<file path="src/rtl/in_hand_shaking_buf.sv">
// in_hand_shaking_buf
// Router input-port receiver. The link side uses an si/ri handshake and the
// input-FIFO side uses wr_en/full. A DEPTH-entry circular staging buffer sits
// between the two sides, so the port can accept and write one packet per clock.
// The packet written to the FIFO is always the head of the buffer. There is no
// bypass path, so the minimum latency is one cycle.
// Optional feature: define IN_HS_PARITY_EN to enable parity checking. When it
// is enabled, packets with odd parity are accepted but dropped. Each drop is
// reported on parity_err and counted in err_count.
module in_hand_shaking_buf #(
  parameter  int DATA_W = 64,
  parameter  int DEPTH  = 2,
  localparam int CNT_W  = $clog2(DEPTH + 1)
) (
  input  logic              clk,
  input  logic              reset_n,
  input  logic              si,
  input  logic [DATA_W-1:0] in_packet,
  output logic              ri,
  input  logic              full,
  output logic              wr_en,
  output logic [DATA_W-1:0] output_packet,
  output logic [CNT_W-1:0]  occupancy
`ifdef IN_HS_PARITY_EN
  ,
  output logic              parity_err,
  output logic [7:0]        err_count
`endif
);

  localparam int PTR_W = $clog2(DEPTH);

  logic [DATA_W-1:0] mem [DEPTH];
  logic [PTR_W-1:0]  wr_ptr;
  logic [PTR_W-1:0]  rd_ptr;
  logic              accept;
  logic              store;

  // Ready depends only on registered occupancy. A full buffer stays not-ready
  // even while it drains in the same cycle.
  assign ri     = reset_n && (occupancy != CNT_W'(DEPTH));
  assign accept = si && ri;

  // The write strobe follows full combinationally, so a FIFO stall takes effect at once.
  assign wr_en         = (occupancy != '0) && !full;
  assign output_packet = mem[rd_ptr];

`ifdef IN_HS_PARITY_EN
  logic pkt_ok;

  // Even parity over the whole word, including the parity bit itself.
  assign pkt_ok = ~^in_packet;
  assign store  = accept && pkt_ok;
`else
  assign store  = accept;
`endif

  // Occupancy counts stores minus drains. If a store and a drain happen in the
  // same cycle, the count does not change.
  always_ff @(posedge clk or negedge reset_n) begin
    if (!reset_n) begin
      occupancy <= '0;
    end else begin
      case ({store, wr_en})
        2'b10:   occupancy <= occupancy + CNT_W'(1);
        2'b01:   occupancy <= occupancy - CNT_W'(1);
        default: occupancy <= occupancy;
      endcase
    end
  end

  // Circular buffer storage. DEPTH is a power of two, so the pointers wrap naturally.
  always_ff @(posedge clk or negedge reset_n) begin
    if (!reset_n) begin
      wr_ptr <= '0;
      rd_ptr <= '0;
      for (int i = 0; i < DEPTH; i++) begin
        mem[i] <= '0;
      end
    end else begin
      if (store) begin
        mem[wr_ptr] <= in_packet;
        wr_ptr      <= wr_ptr + PTR_W'(1);
      end
      if (wr_en) begin
        rd_ptr <= rd_ptr + PTR_W'(1);
      end
    end
  end

`ifdef IN_HS_PARITY_EN
  // Drop reporting: a one-cycle pulse, plus a count that saturates at 255.
  always_ff @(posedge clk or negedge reset_n) begin
    if (!reset_n) begin
      parity_err <= 1'b0;
      err_count  <= 8'd0;
    end else begin
      parity_err <= accept && !pkt_ok;
      if (accept && !pkt_ok && (err_count != 8'hFF)) begin
        err_count <= err_count + 8'd1;
      end
    end
  end
`endif

endmodule

</file>
<file path="config.mk">
export PLATFORM = sky130hd
export DESIGN_NAME = in_hand_shaking_buf
export DESIGN_NICKNAME = d
export VERILOG_FILES = /design/src/rtl/in_hand_shaking_buf.sv
export SDC_FILE = /design/constraint.sdc
export NUM_CORES = 1
export LEC_CHECK = 0
export CAP_MARGIN = 20
export CORE_MARGIN = 2
export CORE_UTILIZATION = 44
export DETAILED_ROUTE_END_ITERATION = 10
export PLACE_DENSITY = 0.71
export SETUP_SLACK_MARGIN = 0.1
export SYNTH_ARGS = -nofsm -noshare
export SYNTH_HDL_FRONTEND = slang
export SYNTH_SLANG_ARGS = --single-unit
export TNS_END_PERCENT = 100
</file>
<file path="constraint.sdc">
create_clock -name clk -period 3.95 [get_ports clk]
set_input_delay 1.185 -clock clk [delete_from_list [all_inputs] [get_ports clk]]
set_output_delay 1.185 -clock clk [all_outputs]
set_load 0.03 [all_outputs]
</file>
# Word level (Yosys, flattened, before mapping)
# Cells that the tools add are included.
[op_classes]
add_sub_neg = 4
order_cmp = 3
eq_ne = 3
n_mux = 7
bitwise_logic = 2
n_reduce_logical = 7
[op_table]
columns = ["cell", "n"]
rows = [
  ["2-to-1 mux 64 bit", 4],
  ["bitwise mux 128 bit", 1],
  ["demux 64 bit (select 1 bit)", 1],
  ["greater-or-equal comparator 2 bit (second input constant)", 2],
  ["logical AND 1 bit", 4],
  ["inverter 1 -> 2 bit", 2],
  ["one-hot mux 2 bit (2 select lines)", 1],
  ["nonzero test 2 bit", 2],
  ["adder 1 bit (second input constant)", 2],
  ["adder 2 x 1 -> 2 bit (second input constant)", 1],
  ["equality test 2 x 1 -> 1 bit (second input constant)", 1],
  ["equality test 2 bit (second input constant)", 1],
  ["< comparator 2 x 1 -> 1 bit (second input constant)", 1],
  ["!= test 2 bit (second input constant)", 1],
  ["subtractor 2 x 1 -> 2 bit (second input constant)", 1],
  ["logical NOT 1 bit", 1],
]
[word_totals]
ff_bits = 132

# Longest topological paths before layout
[logic_depth]
word_depth = 6
depth_mapped = 6

# Worst setup path before layout
# No wires, ideal clock.
[synth_path]
path_type = "input port to output port"
startpoint = "in full"
endpoint = "out wr_en"
arrival_time_ns = 1.690
t_required_ns = 2.765
path_slack_ns = 1.075
stages = 1
path_buffers = 0
path_cell_list = "nor2_1"
[synth_via]
elab_chain_len = 2
[synth_lines]
columns = ["element", "line", "rtl"]
rows = [
  ["start, declared", "20", "input logic full,"],
  ["logical NOT 1 bit", "45", "assign wr_en = (occupancy != '0) && !full;"],
  ["logical AND 1 bit", "45", ""],
  ["end, declared", "21", "output logic wr_en,"],
]
# Every way passes these cells.

# Final worst setup path
[layout_path]
startpoint = "reg rd_ptr"
endpoint = "out output_packet[5]"
[layout_via]
elab_chain_len = 4
[layout_lines]
columns = ["element", "line", "rtl"]
rows = [
  ["start, declared", "35", "logic [PTR_W-1:0] rd_ptr;"],
  ["start signal, assigned", "86", "rd_ptr <= rd_ptr + PTR_W'(1);"],
  ["inverter 1 -> 2 bit (not written as such)", "46", "assign output_packet = mem[rd_ptr];"],
  ["2-to-1 mux 64 bit (not written as such) (3 in a row)", "46", ""],
  ["end, declared", "22", "output logic [DATA_W-1:0] output_packet,"],
]
# Every way passes these cells. The select of a mux whose other input is x is not followed.

==> results by group <==
Outcome
  – Status: complete, no violations

STA
  – Slew Viols, Final: 0
  – Post-route clock period utilization: between 90% and 100%
  – Skew final: 4.66 ps
  – Minimum clock period: around 3600 ps
  – Final hold violation count: 0
  – Fmax: around 280 MHz
  – Setup Viol. Count Final: 0
  – Setup TNS: 0 ps
  – Slew HR: 39.5%
  – RSZ-0062 raised after global routing: no
  – Least-Margin Pin Slew: between 900 and 1000 ps

Detailed routing
  – Routed met3 length: ~640 µm
  – WL per Instance: 18.2 µm
  – Via density: 5.04
  – DR DRC count: 0
  – Top layer in use: met4
  – Met1 Wirelength: 5130 µm
  – Pre-antenna DRT Iters: 4
  – Initial DRC count: 157
  – Vias: 3460
  – Routed WL: about 13000 µm
  – Antenna viol nets, final: 0
  – DR WL met2: ~6400 µm

Placement
  – DP Wirelength: between 8000 and 9000 µm
  – Placed Instances: ~660
  – GPL Wtd Cong: just over 0.7
  – Placed inst area: roughly 0.0075 mm²
  – Buffers on Ports: 135

Critical path
  – CP max stage cell: dfrtp_2
  – CP cell instances: buf_12, mux2_2, clkdlybuf4s50_1
  – Worst EP arrival: 2380 ps
  – Critical Path Start Type: flop
  – Crit Path Class: reg2out
  – Slowest cell delay on critical path: roughly 700 ps
  – Type of destination of the critical path: output pin
  – Worst path required time: roughly 2800 ps
  – Crit Path Max Fanout: 30

Clocking
  – CTS sink cnt: 132
  – Worst-skew pair later-pin latency: just over 400 ps
  – Post-CTS Setup Bufs: 0
  – TritonCTS Buffers: 17
  – Clock Path Buffers: 2
  – H-Tree Depth: 4
  – Clock tree from TritonCTS: yes
  – CTS root buf: clkbuf_16
  – Clock transition at path regs: about 50 ps

Finish
  – Area growth syn-to-layout: 33.5%
  – FILL cells: 1071
  – Final Cell Area: approximately 0.0081 mm²
  – Final #Nets: around 570
  – Layout Cells excl Fill: 687
  – Proportion of layout cells with a drive suffix above 1: ~45%
  – Antenna cell count: 0

Synth
  – Seq/Total Area, Yosys: 54.5%
  – Area share of and/or/nand/nor cells after synthesis: 1.14%
  – Largest area contributor in the netlist: dfrtp_1
  – Post-synth EDFFs: 0
  – Mux contribution to synthesized area: 39.6%
  – Netlist cell types: 17
  – Largest family of logic cells by synthesized area: multiplexers
  – Top post-synthesis cells by area: dfrtp_1 54%, mux2_2 24%, mux2_4 16%, buf_12 2.0%, buf_6 1.3%
  – Post-Synth Adder-Cell Area: 0.206%
  – Synth Cell Area: 0.00606 mm²
  – Post-synthesis sequential element count: ~130
  – Compound-Gate Fraction of Synth Area: 0%
  – Syn_nets: 427
  – Synth Area in XOR/XNOR: less than 1%
  – Ys Warns: 0
  – Top FF cell, synth: dfrtp_1
  – Synth cell count leaders: 132 x dfrtp_1, 127 x mux2_2, 64 x mux2_4
  – Syn Inst Count: 358
  – Async set or reset register ratio after synthesis: 100%
  – Syn Area/Cell: around 17 µm²
  – Most numerous cell in the Yosys netlist: dfrtp_1
  – Post-synth top area share: 54.5%

Floorplanning
  – DIE WIDTH: around 120 µm
  – Die area: approximately 0.015 mm²
  – Rows: 42
  – Starting density of the core: between 40 and 50%
  – IO Count: approximately 140
  – Chip height: around 120 µm
  – CORE AREA: about 0.013 mm²

Worst hold path
  – Hold Path Class: reg2reg

Run
  – Number of max-cap violations: 0

GRT
  – Largest net degree at the start of global routing: 73
  – Global-route wire length before repair: 20300 µm
  – Vias in the first global route: ~3900
  – Initial antenna violation count: 0
  – Grt total ovfl: 0
  – Total track usage: between 10% and 20%

Power
  – Leakage: 3.49 nW
  – PD cells: ~1000 mW/mm²
  – Worst vdd ir: between 0.0004 and 0.0005 V
-- cell usage in the layout, fill, tap and decap left out --
master and n:
dfrtp_2 1, xor2_1 2, clkbuf_8 5, and4b_4 1, buf_6 1, clkdlybuf4s50_1 132, and2_2 1, clkbuf_16 17
mux2_4 64, nand2b_4 1, ha_1 1, dfrtp_1 131, nand3_1 1, buf_4 2, clkbuf_1 5, nor2_1 3
dlymetal6s2s_1 1, mux2_2 127, bufinv_16 1, mux2_1 1, buf_12 6, clkinv_2 3, nand4_4 1, xnor2_1 3
-- routing by layer --
metal | vias to the layer above | track usage (%)
li1 | 1560 | -
met1 | 1797 | 21.1
met2 | 81 | 30.8
met3 | 22 | 6.02
met4 | 0 | 8.55
met5 | - | 0
-- state kept, by name (all words and copies together), names as in the netlist --
signal	cells
occupancy	2
rd_ptr	1
wr_ptr	1
mem	128
-- cell families (layout without fill, tap and decap cells) --
family | count (synthesis) | after routing
adder cells (fa/ha/maj) | 1 | 1
AND/OR/NAND/NOR | 8 | 8
buffers and inverters | 20 | 173
multiplexers | 192 | 192
XOR/XNOR | 5 | 5
flip-flops | 132 | 132
-- worst max-delay path, delay by kind of cell (launching register included) --
family,cells,cell delay (ps)
buffers and inverters,2,890
flip-flops,1,700
multiplexers,1,360
-- area by class of cell --
| class | instances | area, µm² | area share [%] |
|---|---|---|---|
| Clock buffer | 27 | 513 | 6.34 |
| Sequential cell | 132 | 3300 | 40.8 |
| Timing Repair Buffer | 142 | 1480 | 18.3 |
| Tap cell | 176 | 220 | 2.72 |
| Multi-Input combinational cell | 206 | 2530 | 31.3 |
| Clock inverter | 4 | 45.0 | 0.557 |
-- power by group --
part           total [mW]  switching (mW)  internal, mW
clock                1.48           0.542         0.942
combinational        4.18            1.93          2.25
sequential           2.45           0.402          2.05
-- what timing repair did --
action	4_1_cts	5_1_grt
resized for setup	0	1
endpoints found under the hold margin	0	0
setup endpoints to repair	0	1
hold buffers	0	0
-- worst paths after layout --
| kind | cells past startpoint | slack, ps | to | startpoint |
|---|---|---|---|---|
| max | 3 | 380 | output_packet[5] | rd_ptr |
| min | 1 | 490 | mem[39] | mem[39] |
| max reg2reg | 4 | 2010 | mem[39] | occupancy[0] |
| min reg2reg | 1 | 490 | mem[39] | mem[39] |
| max in group asynchronous | 3 | 1620 | mem[42] | reset_n |
| min in group asynchronous | 1 | 550 | rd_ptr | reset_n |
-- stage by stage --
stage / hold WS (ps) / utilization [%] / setup slack (ps) / power (mW)
after floorplan: 459 / - / 1070 / 5.24
after global placement: 469 / 56.4 / 133 / 6.56
after detailed placement: 481 / 56.4 / 138 / 6.67
after CTS: 493 / 60.6 / 125 / 8.22
after global routing: 507 / 60.6 / 283 / 8.53
final: 488 / 60.6 / 382 / 8.11
Note: power is estimated with default switching activity, not from simulation.
